===== config.mk =====
export PLATFORM = sky130hd
export DESIGN_NAME = timing_config_menu
export DESIGN_NICKNAME = d
export VERILOG_FILES = /design/src/rtl/traffic_cfg_pkg.sv /design/src/rtl/inactivity_timer.sv /design/src/rtl/timing_config_menu.sv
export SDC_FILE = /design/constraint.sdc
export NUM_CORES = 1
export LEC_CHECK = 0
export BUFFER_PORTS_ARGS = -buffer_cell sky130_fd_sc_hd__clkbuf_2
export CORE_ASPECT_RATIO = 0.8
export CORE_MARGIN = 8
export CORE_UTILIZATION = 50
export CTS_BUF_LIST = sky130_fd_sc_hd__clkbuf_2 sky130_fd_sc_hd__clkbuf_4 sky130_fd_sc_hd__clkbuf_8
export DETAILED_ROUTE_END_ITERATION = 16
export PLACE_DENSITY = 0.83
export SLEW_MARGIN = 20
export SYNTH_ARGS = -nofsm -noshare
export SYNTH_HDL_FRONTEND = slang
export SYNTH_SLANG_ARGS = --single-unit

===== constraint.sdc =====
create_clock -name clk -period 2.6 [get_ports clk]
set_clock_uncertainty 0.1 [all_clocks]
set_input_delay 0.13 -clock clk [delete_from_list [all_inputs] [get_ports clk]]
set_output_delay 0.13 -clock clk [all_outputs]
set_load 0.005 [all_outputs]

===== src/rtl/traffic_cfg_pkg.sv =====
// Shared definitions for the traffic-light configuration path: menu state
// encoding, field indices and the default duration width. Used by the menu,
// the sequencer and the display blocks.
package traffic_cfg_pkg;

    // Default width of every duration value, in seconds
    localparam int TIME_W_DEF = 6;

    // Menu state encoding (kept as plain constants for legacy consumers)
    localparam logic [1:0] ST_IDLE   = 2'd0;
    localparam logic [1:0] ST_SELECT = 2'd1;
    localparam logic [1:0] ST_EDIT   = 2'd2;

    // Field index of each traffic-phase duration
    typedef logic [1:0] field_t;
    localparam field_t FIELD_GREEN  = 2'd0;
    localparam field_t FIELD_YELLOW = 2'd1;
    localparam field_t FIELD_ALLRED = 2'd2;
    localparam field_t FIELD_PED    = 2'd3;

    // Neighbouring field; the 2-bit index wraps naturally (3+1=0, 0-1=3)
    function automatic field_t field_step(input field_t f, input logic fwd);
        return fwd ? field_t'(f + 2'd1) : field_t'(f - 2'd1);
    endfunction

endpackage


===== src/rtl/inactivity_timer.sv =====
// Counts idle cycles while enabled and flags expiry after TIMEOUT_CYCLES
// consecutive cycles with neither clear nor disable. A clear in the same
// cycle suppresses the expiry, so user activity always wins.
module inactivity_timer #(
    parameter int unsigned TIMEOUT_CYCLES = 1000000000
) (
    input  logic clk,
    input  logic reset,
    input  logic i_clear,
    input  logic i_enable,
    output logic o_expire
);

    localparam int unsigned CNT_W = (TIMEOUT_CYCLES > 1) ? $clog2(TIMEOUT_CYCLES) : 1;
    localparam logic [CNT_W-1:0] LAST_CNT = CNT_W'(TIMEOUT_CYCLES - 1);
    localparam logic [CNT_W-1:0] ONE_CNT  = CNT_W'(1);

    if (TIMEOUT_CYCLES < 1) begin : g_bad_timeout
        $error("inactivity_timer: TIMEOUT_CYCLES must be at least 1");
    end

    logic [CNT_W-1:0] r_count;

    assign o_expire = i_enable && !i_clear && (r_count == LAST_CNT);

    // Idle-cycle counter: restarts on activity, when disabled and after expiry
    always_ff @(posedge clk or posedge reset) begin
        if (reset) begin
            r_count <= '0;
        end else if (i_clear || !i_enable || o_expire) begin
            r_count <= '0;
        end else begin
            r_count <= r_count + ONE_CNT;
        end
    end

endmodule


===== src/rtl/timing_config_menu.sv =====
// Operator menu for viewing and editing the four traffic-phase durations.
// Owns the committed duration registers feeding the sequencer and drives the
// menu/field/value signals shown on the 7-segment display. All outputs are
// registered: a press seen at one edge is reflected after that edge.
module timing_config_menu
    import traffic_cfg_pkg::*;
#(
    parameter int          TIME_W         = TIME_W_DEF,
    parameter int          MIN_T          = 1,
    parameter int          MAX_T          = 60,
    parameter int          DEF_GREEN      = 20,
    parameter int          DEF_YELLOW     = 3,
    parameter int          DEF_ALLRED     = 2,
    parameter int          DEF_PED        = 10,
    parameter int unsigned TIMEOUT_CYCLES = 1000000000
) (
    input  logic              clk,
    input  logic              reset,
    input  logic              btn_up_pressed,
    input  logic              btn_down_pressed,
    input  logic              btn_left_pressed,
    input  logic              btn_right_pressed,
    input  logic              btn_center_pressed,
    output logic [TIME_W-1:0] t_green,
    output logic [TIME_W-1:0] t_yellow,
    output logic [TIME_W-1:0] t_allred,
    output logic [TIME_W-1:0] t_ped,
    output logic              cfg_update,
    output logic              menu_active,
    output logic              editing,
    output logic [1:0]        menu_field,
    output logic [TIME_W-1:0] edit_value
);

    if ((MAX_T >> TIME_W) != 0) begin : g_bad_max
        $error("timing_config_menu: MAX_T does not fit in TIME_W bits");
    end
    if (MIN_T > MAX_T) begin : g_bad_range
        $error("timing_config_menu: MIN_T exceeds MAX_T");
    end
    if (DEF_GREEN < MIN_T || DEF_GREEN > MAX_T || DEF_YELLOW < MIN_T || DEF_YELLOW > MAX_T ||
        DEF_ALLRED < MIN_T || DEF_ALLRED > MAX_T || DEF_PED < MIN_T || DEF_PED > MAX_T) begin : g_bad_def
        $error("timing_config_menu: a default duration lies outside [MIN_T, MAX_T]");
    end

    localparam logic [TIME_W-1:0] MIN_V = TIME_W'(MIN_T);
    localparam logic [TIME_W-1:0] MAX_V = TIME_W'(MAX_T);
    localparam logic [TIME_W-1:0] ONE_V = TIME_W'(1);

    // Saturating step: the limit is checked before the add so nothing wraps
    function automatic logic [TIME_W-1:0] sat_inc(input logic [TIME_W-1:0] v);
        if (v >= MAX_V) return MAX_V;
        return v + ONE_V;
    endfunction

    function automatic logic [TIME_W-1:0] sat_dec(input logic [TIME_W-1:0] v);
        if (v <= MIN_V) return MIN_V;
        return v - ONE_V;
    endfunction

    logic [1:0]        r_state;
    logic [1:0]        w_state_n;
    field_t            r_field;
    field_t            w_field_n;
    logic [TIME_W-1:0] r_edit_value;
    logic [TIME_W-1:0] w_edit_value_n;
    logic [TIME_W-1:0] w_work_n;
    logic [TIME_W-1:0] r_t [4];
    logic              w_commit;
    logic              r_cfg_update;
    logic              r_menu_active;
    logic              r_editing;
    logic              w_any_pulse;
    logic              w_expire;

    assign w_any_pulse = btn_up_pressed | btn_down_pressed | btn_left_pressed |
                         btn_right_pressed | btn_center_pressed;

    inactivity_timer #(
        .TIMEOUT_CYCLES(TIMEOUT_CYCLES)
    ) u_timer (
        .clk     (clk),
        .reset   (reset),
        .i_clear (w_any_pulse || (r_state == ST_IDLE)),
        .i_enable(r_state != ST_IDLE),
        .o_expire(w_expire)
    );

    // Next-state decode; in EDIT the displayed value register doubles as the working value
    always_comb begin
        w_state_n      = r_state;
        w_field_n      = r_field;
        w_work_n       = r_edit_value;
        w_commit       = 1'b0;
        w_edit_value_n = '0;
        case (r_state)
            ST_IDLE: begin
                if (btn_center_pressed) begin
                    w_state_n = ST_SELECT;
                    w_field_n = FIELD_GREEN;
                end
            end
            ST_SELECT: begin
                if (btn_center_pressed) begin
                    w_state_n = ST_EDIT;
                    w_work_n  = r_t[r_field];
                end else if (btn_left_pressed) begin
                    w_field_n = field_step(r_field, 1'b0);
                end else if (btn_right_pressed) begin
                    w_field_n = field_step(r_field, 1'b1);
                end else if (btn_up_pressed) begin
                    w_state_n = ST_IDLE;
                end
            end
            ST_EDIT: begin
                if (btn_center_pressed) begin
                    w_commit  = 1'b1;
                    w_state_n = ST_SELECT;
                end else if (btn_left_pressed) begin
                    w_state_n = ST_SELECT;
                end else if (btn_up_pressed) begin
                    w_work_n = sat_inc(r_edit_value);
                end else if (btn_down_pressed) begin
                    w_work_n = sat_dec(r_edit_value);
                end
            end
            default: w_state_n = ST_IDLE;
        endcase
        if (w_expire) begin
            w_state_n = ST_IDLE;
        end
        case (w_state_n)
            ST_EDIT:   w_edit_value_n = w_work_n;
            ST_SELECT: w_edit_value_n = w_commit ? r_edit_value : r_t[w_field_n];
            default:   w_edit_value_n = '0;
        endcase
    end

    // Menu state and registered display/status outputs
    always_ff @(posedge clk or posedge reset) begin
        if (reset) begin
            r_state       <= ST_IDLE;
            r_field       <= FIELD_GREEN;
            r_edit_value  <= '0;
            r_cfg_update  <= 1'b0;
            r_menu_active <= 1'b0;
            r_editing     <= 1'b0;
        end else begin
            r_state       <= w_state_n;
            r_field       <= w_field_n;
            r_edit_value  <= w_edit_value_n;
            r_cfg_update  <= w_commit;
            r_menu_active <= (w_state_n != ST_IDLE);
            r_editing     <= (w_state_n == ST_EDIT);
        end
    end

    // Committed durations; a commit rewrites the field even if the value is unchanged
    always_ff @(posedge clk or posedge reset) begin
        if (reset) begin
            r_t[FIELD_GREEN]  <= TIME_W'(DEF_GREEN);
            r_t[FIELD_YELLOW] <= TIME_W'(DEF_YELLOW);
            r_t[FIELD_ALLRED] <= TIME_W'(DEF_ALLRED);
            r_t[FIELD_PED]    <= TIME_W'(DEF_PED);
        end else if (w_commit) begin
            r_t[r_field] <= r_edit_value;
        end
    end

    assign t_green     = r_t[FIELD_GREEN];
    assign t_yellow    = r_t[FIELD_YELLOW];
    assign t_allred    = r_t[FIELD_ALLRED];
    assign t_ped       = r_t[FIELD_PED];
    assign cfg_update  = r_cfg_update;
    assign menu_active = r_menu_active;
    assign editing     = r_editing;
    assign menu_field  = r_field;
    assign edit_value  = r_edit_value;

endmodule


[After elaboration in Yosys (flattened, before gate mapping)]
Index checks and enable logic that the tools add are counted.
Storage, ports and cells
  flip-flop bits (word level): 67
  output and inout port bits: 35
Cells by class
  add/sub/neg operators: 5
  magnitude comparators: 5
  equal/unequal tests: 11
  multiplexer cells: 49
  bitwise logic cells: 6
  reductions and logical operators: 12
Operator list (count)
  $mux W6: 15
  $add A30 B1 Y30 const B: 1
  $eq A30 B30 Y1 const B: 1
  $mux W30: 1
  $bmux W6 S2: 2
  $bwmux W24: 1
  $mux W2: 12
  $pmux W6 S2: 2
  $mux W1: 13
  $demux W6 S2: 1
  $ne A3 B3 Y1 const B: 3
  $add A6 B1 Y6 const B: 1
  $ge A3 B3 Y1 const B: 2
  $ge A6 B6 Y1 const B: 1
  $le A6 B1 Y1 const B: 1
  $not A2 Y3: 2
  $pmux W2 S3: 1
  $reduce_and A6 Y1: 1
  $sub A6 B1 Y6 const B: 1
  $eq A2 B1 Y1 const B: 2
  $eq A2 B2 Y1 const B: 2
  $ne A4 B4 Y1 const B: 1
  $or A1 B1 Y1: 4
  $pmux W2 S2: 1
  other kinds (10): 16

[Longest topological paths before layout]
Gate-level depths: netlist of the first run.
  word-level depth: 14
  gate-level depth with buffers: 12
  gate-level depth less buffers: 11

[Modules after synthesis]
A second synthesis of the first run with hierarchy kept.
Unflattened totals
  cells, all modules: 411
  area, all modules: 4140.2 µm²
By module, submodules not included
  timing_config_menu: times used 1, cells an instance 231, area an instance 2403.6 µm², sequential area each 934.6 µm²
  inactivity_timer: times used 1, cells an instance 180, area an instance 1736.7 µm², sequential area each 750.7 µm²

[Worst setup path after synthesis of the first run]
Ideal clock, no wire load.
  path type: reg-to-reg
  from: register u_timer.r_count[0]
  to: register r_edit_value[3] (netlist: edit_value[3])
  library setup time: 0.126 ns
  arrival: 2.451 ns
  data required time: 2.374 ns
  slack: -0.077 ns
  cell stages (with the launch flop): 11
  cell sequence: dfrtp_1 > ha_1 > nand3_2 > or4_4 > o21ai_1 > ha_1 > a21oi_1 > nor2b_1 > buf_6 > nor2b_1 > a221o_1
On the way
  longest elaborated chain between the ends: 6
RTL lines
  start: declaration: RTL line inactivity_timer.sv:22  | logic [CNT_W-1:0] r_count;
  start signal: assignment: RTL line inactivity_timer.sv:33  | r_count <= r_count + ONE_CNT;
  $eq A30 B30 Y1 (*): RTL line inactivity_timer.sv:24  | assign o_expire = i_enable && !i_clear && (r_count == LAST_CNT);
  $logic_and A1 B1 Y1 (*): RTL line inactivity_timer.sv:24
  $mux W2 (*): RTL line timing_config_menu.sv:129  | if (w_expire) begin
  $eq A2 B2 Y1 or $eq A2 B1 Y1 (tied branches): RTL line timing_config_menu.sv:132  | case (w_state_n)
  $ne A4 B4 Y1 (no source line) (tied with other cells)
  $reduce_and A6 Y1 (no source line)
  end signal: assignment: RTL line timing_config_menu.sv:151  | r_edit_value <= w_edit_value_n;
  end: declaration: RTL line timing_config_menu.sv:65  | logic [TIME_W-1:0] r_edit_value;
Every way passes the cells marked *; elsewhere a longest branch is shown, timed or not.
A chain may end at the register's enable or synchronous reset.

[Final worst setup path of the first run]
  from: register u_timer.r_count[25]
  to: register r_edit_value[3] (netlist: edit_value[3])
On the way
  longest elaborated chain between the ends: 6
RTL lines
  $eq A30 B30 Y1 (*): RTL line inactivity_timer.sv:24
  $logic_and A1 B1 Y1 (*): RTL line inactivity_timer.sv:24
  $mux W2 (*): RTL line timing_config_menu.sv:129
  named net w_state_n[0]: RTL line timing_config_menu.sv:62  | logic [1:0] w_state_n;
  $eq A2 B2 Y1 or $eq A2 B1 Y1 (tied branches): RTL line timing_config_menu.sv:132
  $ne A4 B4 Y1 (no source line) (tied with other cells)
  $reduce_and A6 Y1 (no source line)
Mark *: on every way through the listed nets, which the timed path passes. The rest lies on a longest branch.

==> results.py, run 1 <==
metrics = {
    "route": {
        "drt-initial-drc-count": 262,
        "antenna_left": 0,
        "routed_wirelength_um": 10400,
        "drt-pass1-iter-count": 5,
        "dr_total_vias": 3389,
        "post_drt_wl_per_cell_um": 18.1,
        "drc_errors": 0,
        "routed_via_density": 5.89,
    },
    "timing": {
        "hold_viol": 0,
        "finalSetupViolations": 6,
        "tns_ns": -0.453,
        "finalMaxSlewViolations": 0,
        "period_needed_ns": 2.70,
        "worstMarginPinSlew_ns": 0.756,
        "max_slew_margin": 0.495,
        "clock.fmax_mhz": 370,
        "grt_setup_unrepaired": "true",
        "min_period_over_period": 1.04,
        "setup_ws_ns": -0.104,
    },
    "floorplanning": {
        "die_w_um": 114,
        "dieArea_um2": 10800,
        "die_h_um": 94.6,
        "io_pins": 42,
        "fp.coreArea_um2": 7460,
        "fp-row-count": 28,
        "start_util": 0.518,
    },
    "layout": {
        "finalNonFillerCells": 575,
        "fin_area_um2": 4820,
        "num_antenna_cells": 0,
        "drive_above_1_share": 0.347,
        "final_nets": 484,
        "nFillCells": 552,
        "post-route-util": 0.646,
        "syn_to_final_growth_pct": 24.8,
    },
    "global_route": {
        "grt_pass1_vias": 3367,
        "gr-total-overflow": 0,
        "track_usage": 0.199,
        "grt_pass1_wl_um": 17100,
        "antenna_found_initial": 0,
        "grt_max_degree": 38,
    },
    "placed_design": {
        "hpwl_um": 7260,
        "dpl-instance-area_um2": 4430,
        "portBuffers": 41,
        "place_congestion": 0.897,
        "place_inst": 553,
    },
    "worst_setup_path": {
        "r2r_slack_ns": -0.10,
        "timing.rr.end": "edit_value[3]$_DFFE_PP0P_",
        "crit_required_ns": 2.74,
        "path_max_fanout": 5,
        "criticalPathCategory": "reg2reg",
        "cp-start-kind": "flip-flop",
        "ff2ff_path_depth": 11,
        "end_kind": "flip-flop",
        "cp.arrival_ns": 2.84,
        "worstReg2RegStart": "u_timer.r_count[25]$_DFF_PP0_",
    },
    "outcome": {
        "outcome": "complete, but fails checks",
        "violations": "setup timing",
    },
    "worst_hold_path": {
        "min_from": "btn_center_pressed",
        "min_path_type": "in2reg",
        "hold_end": "cfg_update$_DFF_PP0_",
        "min_path_cells": 3,
    },
    "logic_synthesis": {
        "ys_types": 63,
        "synth-seq-cells": 67,
        "syn_nets": 403,
        "yosysSeqAreaShare": 0.436,
        "postSynthCellCount": 384,
        "synthArstFlopShare": 1.00,
        "yosys_warnings": 0,
        "yosysTopAreaCell": "dfrtp_1",
        "synth_common_cells": "dfrtp_1 (60), nor2_1 (44), nand2_1 (35)",
        "synth.area.top_cells": "dfrtp_1 (39%), dfstp_2 (4.8%), xor2_1 (4.8%)",
        "netlist_area_um2": 3860,
        "yosys.area.top_type_share": 0.388,
        "yosysMostFrequentCell": "dfrtp_1",
        "synth.avg_cell_area_um2": 10.1,
        "ys.flop_type": "dfrtp_1",
        "synth_edf_count": 0,
    },
    "cts": {
        "cts_made_buffers": 9,
        "cts.path.max_buffers": 2,
        "clk-insertion-delay-late_ns": 0.35,
        "clkSinkCount": 67,
        "htree_levels": 3,
        "path_clk_slew_ns": 0.08,
        "cts-root-buf": "clkbuf_8",
        "cts_tree": "built",
    },
    "power": {
        "powerDensity_nw_per_um2": 685,
        "power.leakage_nw": 2.16,
        "max-vdd-ir-drop_mv": 0.426,
        "total_power_mw": 3.30,
    },
    "flow_run": {
        "max_cap_viol_count": 0,
    },
}
[layout by cell type, fill, tap and decap left out, types with 8 or more instances in the layout]
cell / n
dfrtp_1: 60
clkbuf_8: 9
nand3_1: 16
clkbuf_2: 41
mux2_2: 13
ha_1: 8
nand2_1: 33
nand4_1: 12
inv_1: 11
buf_4: 42
xor2_1: 21
o21ai_0: 18
nor2_1: 43
mux2i_1: 14
[layer usage]
layer	wire length [µm]	up-vias	global-route usage
li1	-	1538	-
met1	4740	1675	0.273
met2	4760	155	0.303
met3	697	21	0.0357
met4	215	0	0.0895
met5	0	-	0
[worst max-delay path, cell delays in order (launching register included)]
cell and delay [ns]:
dfrtp_1 0.37, and3_4 0.19, and3_4 0.18, nand4_1 0.13
or4_4 0.48, nor2_2 0.14, nor2_1 0.11, ha_4 0.19
buf_6 0.13, nand2b_1 0.13, o22ai_1 0.11, a221o_1 0.33
[registers in the layout (all words and copies together) (netlist names)]
name,cells
u_timer.r_count,30
t_allred,6
t_green,6
r_state,2
editing,1
cfg_update,1
edit_value,6
menu_active,1
t_yellow,6
menu_field,2
t_ped,6
[area by class of cell]
type	instances	area, µm²	share of cell area
tap	105	131	0.0272
timing repair buffer	87	564	0.117
sequential	67	1690	0.349
clock buffer	9	124	0.0257
multi-input combinational	287	2150	0.445
inverter	13	48.8	0.0101
clock inverter	7	124	0.0257
[repair_timing]
item                                   4_1_cts  5_1_grt
resized for setup                           12        9
endpoints found under the hold margin       28        0
cloned                                       0        0
hold buffers                                 1        0
buffers inserted                             3        2
setup endpoints to repair                    6        6
pin swaps                                    1        3
[worst max-delay path by stage]
stage	from	end	slack, ns
3_5_place_dp	u_timer.r_count[12]$_DFF_PP0_	edit_value[3]$_DFFE_PP0P_	-0.12
3_3_place_gp	u_timer.r_count[12]$_DFF_PP0_	edit_value[1]$_DFFE_PP0P_	-0.01
5_1_grt	u_timer.r_count[10]$_DFF_PP0_	edit_value[0]$_DFFE_PP0P_	-0.18
2_1_floorplan	u_timer.r_count[2]$_DFF_PP0_	edit_value[3]$_DFFE_PP0P_	0.01
6_report	u_timer.r_count[25]$_DFF_PP0_	edit_value[3]$_DFFE_PP0P_	-0.10
4_1_cts	u_timer.r_count[23]$_DFF_PP0_	edit_value[3]$_DFFE_PP0P_	-0.04
[metrics by stage]
step	setup slack (ns)	hold WS [ns]
finish	-0.104	0.165
global route	-0.178	0.170
CTS	-0.0440	0.130
detailed placement	-0.120	0.188
global placement	-0.0116	0.173
floorplan	0.0103	0.291
[power breakdown]
part           total (mW)  internal (mW)  switching [mW]  leakage (nW)
Clock                1.08          0.645           0.439         0.120
Combinational        1.02          0.467           0.552          1.14
Sequential           1.20           1.12          0.0806         0.902
[kinds of logic after synthesis]
kind of cell	Yosys count	share of synthesized area
buffers and inverters	30	0.0398
AO/OA/AOI/OAI	58	0.106
flip-flops	67	0.436
AND/OR/NAND/NOR	156	0.207
adder cells (fa/ha/maj)	12	0.0388
XOR/XNOR	28	0.0635
multiplexers	33	0.109
(Power assumes the default switching activity.)
==> inputs of run 2 (changes only) <==
Settings changed: CORE_UTILIZATION 50 to 45, PLACE_DENSITY 0.83 to 0.77.
==> run 2 against run 1 <==
The flow still finishes with violations (setup timing). Hold slack better by 0.0019 ns. Combinational power hardly changed. Worst setup slack better by 0.032 ns.
==> results.py, run 2 (synthesis gave the netlist of run 1 again) <==
metrics = {
    "timing": {
        "period_needed_ns": 2.67,
        "hold_viol": 0,
        "finalSetupViolations": 4,
        "grt_setup_unrepaired": "true",
        "setup_ws_ns": -0.0724,
        "tns_ns": -0.183,
        "max_slew_margin": 0.494,
        "finalMaxSlewViolations": 0,
        "worstMarginPinSlew_ns": 0.758,
        "whs_ns": 0.167,
        "min_period_over_period": 1.03,
        "clock.fmax_mhz": 374,
    },
    "floorplanning": {
        "die_h_um": 98.9,
        "die_w_um": 120,
        "dieArea_um2": 11800,
        "start_util": 0.460,
        "io_pins": 42,
        "fp.coreArea_um2": 8410,
        "fp-row-count": 30,
    },
    "global_route": {
        "grt_max_degree": 38,
        "grt_use_met2": 0.273,
        "grt_pass1_wl_um": 16700,
        "met3_usage": 0.0400,
        "antenna_found_initial": 0,
        "grt_pass1_vias": 3278,
        "track_usage": 0.171,
        "gr-total-overflow": 0,
        "grtUsageMet1": 0.226,
        "top_usage_layer": "met2",
    },
    "worst_setup_path": {
        "cp.arrival_ns": 2.82,
        "cp-start-kind": "flip-flop",
        "crit_path_cell_trace": "and3_4, and3_1, nand4_1, or4_4, o21ai_4, buf_4, ha_4, nand2_1, or3_1, a32oi_1",
        "crit_required_ns": 2.74,
        "criticalPathCategory": "reg2reg",
        "slowest_delay_ns": 0.48,
        "end_kind": "flip-flop",
        "path_max_fanout": 5,
        "crit_slowest_cell": "or4_4",
    },
    "layout": {
        "num_antenna_cells": 0,
        "largest_reg_flops": 30,
        "largest-register": "u_timer.r_count",
        "finalNonFillerCells": 581,
        "mostFrequentLayoutCells": "dfrtp_1 (60), nor2_1 (42), buf_4 (42)",
        "final_common_cell": "dfrtp_1",
        "final_nets": 483,
        "syn_to_final_growth_pct": 24.1,
        "drive_above_1_share": 0.350,
    },
    "cts": {
        "path_clk_slew_ns": 0.07,
        "cts-root-buf": "clkbuf_8",
        "clkSinkCount": 67,
        "cts_made_buffers": 9,
        "clk-insertion-delay-late_ns": 0.34,
        "htree_levels": 3,
        "cts.path.max_buffers": 2,
        "cts_tree": "built",
    },
    "route": {
        "drt-pass1-iter-count": 5,
        "routed_via_density": 5.66,
        "routed_wirelength_um": 10100,
        "drt-initial-drc-count": 224,
        "post_drt_wl_per_cell_um": 17.4,
        "drc_errors": 0,
        "dr_total_vias": 3288,
        "antenna_left": 0,
    },
    "outcome": {
        "violations": "setup timing",
        "outcome": "complete, but fails checks",
    },
    "power": {
        "power.leakage_nw": 2.16,
        "p_switching_mw": 1.02,
        "switching_share": 0.325,
        "p_clk_frac": 0.292,
        "max-vdd-ir-drop_mv": 0.297,
        "combPwrFrac": 0.324,
        "p_int_mw": 2.12,
        "powerDensity_nw_per_um2": 654,
        "power.share.sequential": 0.384,
    },
    "placed_design": {
        "portBuffers": 41,
        "place_inst": 561,
        "place_congestion": 0.883,
        "hpwl_um": 7130,
    },
    "flow_run": {
        "max_cap_viol_count": 0,
    },
    "worst_hold_path": {
        "min_path_type": "in2reg",
    },
}
## run 2: cell count changes in the layout (fill, tap and decap cells not counted), sizes merged
| cell | before | now |
|---|---|---|
| buf | 45 | 44 |
| clkinvlp | 1 | 0 |
| clkbuf | 50 | 55 |
| bufinv | 3 | 1 |
| inv | 15 | 13 |
## run 2: path summary, 6_finish.rpt
kind | depth (start not counted) | slack (ns) | to | start
hold reg to reg | 2 | 0.41 | t_ped[1]$_DFFE_PP1P_ | t_ped[1]$_DFFE_PP1P_
setup reg to reg | 10 | -0.07 | edit_value[1]$_DFFE_PP0P_ | u_timer.r_count[23]$_DFF_PP0_
setup / recovery | 10 | -0.07 | edit_value[1]$_DFFE_PP0P_ | u_timer.r_count[23]$_DFF_PP0_
max in group asynchronous | 4 | 1.29 | u_timer.r_count[16]$_DFF_PP0_ | reset
hold / removal | 3 | 0.17 | cfg_update$_DFF_PP0_ | btn_center_pressed
min in group asynchronous | 3 | 0.36 | cfg_update$_DFF_PP0_ | reset
## run 2: per-stage QoR
step	setup slack [ns]	instance area [µm²]	util	power [mW]
6_report	-0.0724	4790	0.570	3.13
5_1_grt	-0.196	4790	0.570	3.27
4_1_cts	-0.0648	4740	0.564	3.08
3_5_place_dp	-0.138	4450	0.529	2.12
3_3_place_gp	-0.0362	4450	0.529	2.10
2_1_floorplan	0.0103	3900	-	1.85
## run 2: timing repair
| action | CTS | global route |
|---|---|---|
| pin swaps | 3 | 1 |
| hold buffers | 1 | 0 |
| gates resized for setup | 13 | 9 |
| setup endpoints to repair | 6 | 6 |
| gates cloned | 0 | 0 |
| setup buffers | 2 | 1 |
| endpoints found under the hold margin | 28 | 0 |
## run 2: per-layer routing
metal,vias to the layer above,part of all wire,wire (µm)
met5,-,0,0
met4,0,0.0099,100
met3,12,0.064,642
met2,96,0.47,4780
met1,1641,0.45,4570
li1,1539,-,-
## run 2: power by group through the flow
stage | Sequential, mW | Clock (mW) | Combinational [mW]
2_1_floorplan | 1.21 | 0 | 0.641
3_3_place_gp | 1.21 | 0 | 0.884
3_5_place_dp | 1.22 | 0 | 0.906
4_1_cts | 1.20 | 0.915 | 0.968
5_1_grt | 1.21 | 0.958 | 1.09
6_report | 1.20 | 0.915 | 1.02
## run 2: final cells by class
| class | count | area [µm²] |
|---|---|---|
| Multi-Input combinational cell | 287 | 2160 |
| Fill cell | 713 | 3610 |
| Tap cell | 112 | 140 |
| Clock inverter | 2 | 35.0 |
| Sequential cell | 67 | 1690 |
| Timing Repair Buffer | 86 | 553 |
| Inverter | 13 | 48.8 |
| Clock buffer | 14 | 174 |
## run 2: worst max-delay path, delay by kind of cell (launching register included)
family	cells	cell delay (ns)
adders and majority gates	1	0.15
and+or+nand+nor	6	1.42
buffers and inverters	1	0.14
DFF	1	0.36
AOI/OAI and AO/OA	2	0.39
==> inputs of run 3 (changes only) <==
Settings changed: CORE_ASPECT_RATIO 0.8 to 1.25, RECOVER_POWER set to 25.
==> run 3 against run 2 <==
The flow still finishes with violations (setup timing). Non-clock buffer count shrank 3. Sequential power is essentially flat. First-iteration DRC count shrank 4.9%. Critical path depth is the same.
==> results.py, run 3 (synthesis gave the netlist of run 1 again) <==
metrics = {
    "outcome": {
        "outcome": "complete, but fails checks",
        "violations": "setup timing",
    },
    "route": {
        "drt-pass1-iter-count": 5,
        "post_drt_wl_per_cell_um": 17.4,
        "drt-initial-drc-count": 213,
        "routed_via_density": 5.74,
        "drc_errors": 0,
        "dr_total_vias": 3248,
        "antenna_left": 0,
        "routed_wirelength_um": 9880,
    },
    "floorplanning": {
        "die_h_um": 120,
        "fp-row-count": 38,
        "fp.coreArea_um2": 8510,
        "start_util": 0.454,
        "die_w_um": 98.9,
        "dieArea_um2": 11800,
        "io_pins": 42,
    },
    "global_route": {
        "grt_max_degree": 29,
        "grt_pass1_wl_um": 16400,
        "gr-total-overflow": 0,
        "grt_pass1_vias": 3333,
        "track_usage": 0.173,
        "antenna_found_initial": 0,
    },
    "timing": {
        "tns_ns": -0.354,
        "setup_ws_ns": -0.0871,
        "finalMaxSlewViolations": 0,
        "whs_ns": 0.143,
        "hold_viol": 0,
        "max_slew_margin": 0.362,
        "grt_setup_unrepaired": "true",
        "min_period_over_period": 1.03,
        "period_needed_ns": 2.69,
        "clock.fmax_mhz": 372,
        "worstMarginPinSlew_ns": 0.956,
        "finalSetupViolations": 6,
    },
    "cts": {
        "htree_levels": 3,
        "path_clk_slew_ns": 0.08,
        "clkSinkCount": 67,
        "cts-root-buf": "clkbuf_8",
        "clk-insertion-delay-late_ns": 0.35,
        "cts_tree": "built",
        "cts_made_buffers": 9,
        "cts.path.max_buffers": 2,
    },
    "power": {
        "powerDensity_nw_per_um2": 657,
        "power.leakage_nw": 2.10,
        "total_power_mw": 3.12,
        "max-vdd-ir-drop_mv": 0.283,
    },
    "layout": {
        "nFillCells": 712,
        "largest_reg_flops": 30,
        "drive_above_1_share": 0.322,
        "num_antenna_cells": 0,
        "mostFrequentLayoutCells": "dfrtp_1 (60), nor2_1 (43), buf_4 (36)",
        "final_common_cell": "dfrtp_1",
        "post-route-util": 0.558,
        "largest-register": "u_timer.r_count",
        "fin_area_um2": 4750,
        "finalNonFillerCells": 566,
        "final_nets": 480,
        "syn_to_final_growth_pct": 22.9,
    },
    "placed_design": {
        "place_congestion": 0.921,
        "hpwl_um": 7160,
        "place_inst": 544,
        "portBuffers": 41,
        "place_ws_ns": -0.182,
        "dpl-instance-area_um2": 4390,
    },
    "worst_hold_path": {
        "min_path_type": "in2reg",
    },
    "flow_run": {
        "max_cap_viol_count": 0,
    },
    "worst_setup_path": {
        "end_kind": "flip-flop",
        "critical-path-top-delay-family": "simple AND/OR/NAND/NOR gates",
        "crit_buf_inv": 2,
        "criticalPathCategory": "reg2reg",
        "cp-start-kind": "flip-flop",
        "path_max_fanout": 5,
        "cp.arrival_ns": 2.82,
        "crit_slowest_cell": "or4_4",
        "slowest_delay_ns": 0.55,
        "crit_path_cell_trace": "nor4_2, nand4_1, or4_4, o21ai_4, inv_2, ha_4, a21oi_4, nor2b_4, buf_6, a221o_1",
        "crit_required_ns": 2.73,
    },
}
[run 3: cell types whose count changed in the layout (fill, tap and decap cells not counted), moves of 3 or more]
cell      previous run  this run
clkbuf_2            41        31
clkbuf_1             0         9
buf_4               42        36
buf_6                2         5
[run 3: repair_timing]
item / CTS / global route
resized for setup: 9 / 16
hold endpoints to repair: 19 / 0
hold buffers: 1 / 0
buffers inserted: 4 / 2
pin swaps: 7 / 6
setup endpoints to repair: 6 / 6
[run 3: report_power, final]
group          switching [mW]  internal, mW
clock                   0.386         0.511
combinational           0.550         0.471
sequential             0.0788          1.12
[run 3: layer usage]
layer / routed length, µm / share of wire / up-vias / track usage
li1: - / - / 1526 / -
met1: 4040 / 0.41 / 1596 / 0.198
met2: 4970 / 0.50 / 107 / 0.294
met3: 665 / 0.067 / 19 / 0.0492
met4: 194 / 0.020 / 0 / 0.0789
met5: 0 / 0 / - / 0
[run 3: final cells by class]
cell class                      count  area, µm²  share of cell area
Clock buffer                       14        168              0.0353
Clock inverter                      2       35.0             0.00738
Multi-Input combinational cell    287       2160               0.454
Inverter                           13       48.8              0.0103
Tap cell                          100        125              0.0264
Sequential cell                    67       1690               0.355
Timing Repair Buffer               83        529               0.111
[run 3: path summary, 6_finish.rpt]
| path | from | to | slack [ns] | depth (start not counted) |
|---|---|---|---|---|
| min in group asynchronous | reset | t_yellow[4]$_DFFE_PP0P_ | 0.43 | 3 |
| worst min register to register | t_ped[1]$_DFFE_PP1P_ | t_ped[1]$_DFFE_PP1P_ | 0.42 | 2 |
| worst max-delay path | u_timer.r_count[22]$_DFF_PP0_ | edit_value[0]$_DFFE_PP0P_ | -0.09 | 10 |
| worst max register to register | u_timer.r_count[22]$_DFF_PP0_ | edit_value[0]$_DFFE_PP0P_ | -0.09 | 10 |
| max in group asynchronous | reset | t_ped[1]$_DFFE_PP1P_ | 1.02 | 4 |
| worst min-delay path | btn_center_pressed | cfg_update$_DFF_PP0_ | 0.14 | 3 |
[run 3: worst register-to-register path, stage by stage (launching register included)]
cell and delay, ns:
dfrtp_1 0.39, nor4_2 0.27, nand4_1 0.14, or4_4 0.55, o21ai_4 0.21, inv_2 0.07
ha_4 0.17, a21oi_4 0.13, nor2b_4 0.07, buf_6 0.12, a221o_1 0.34
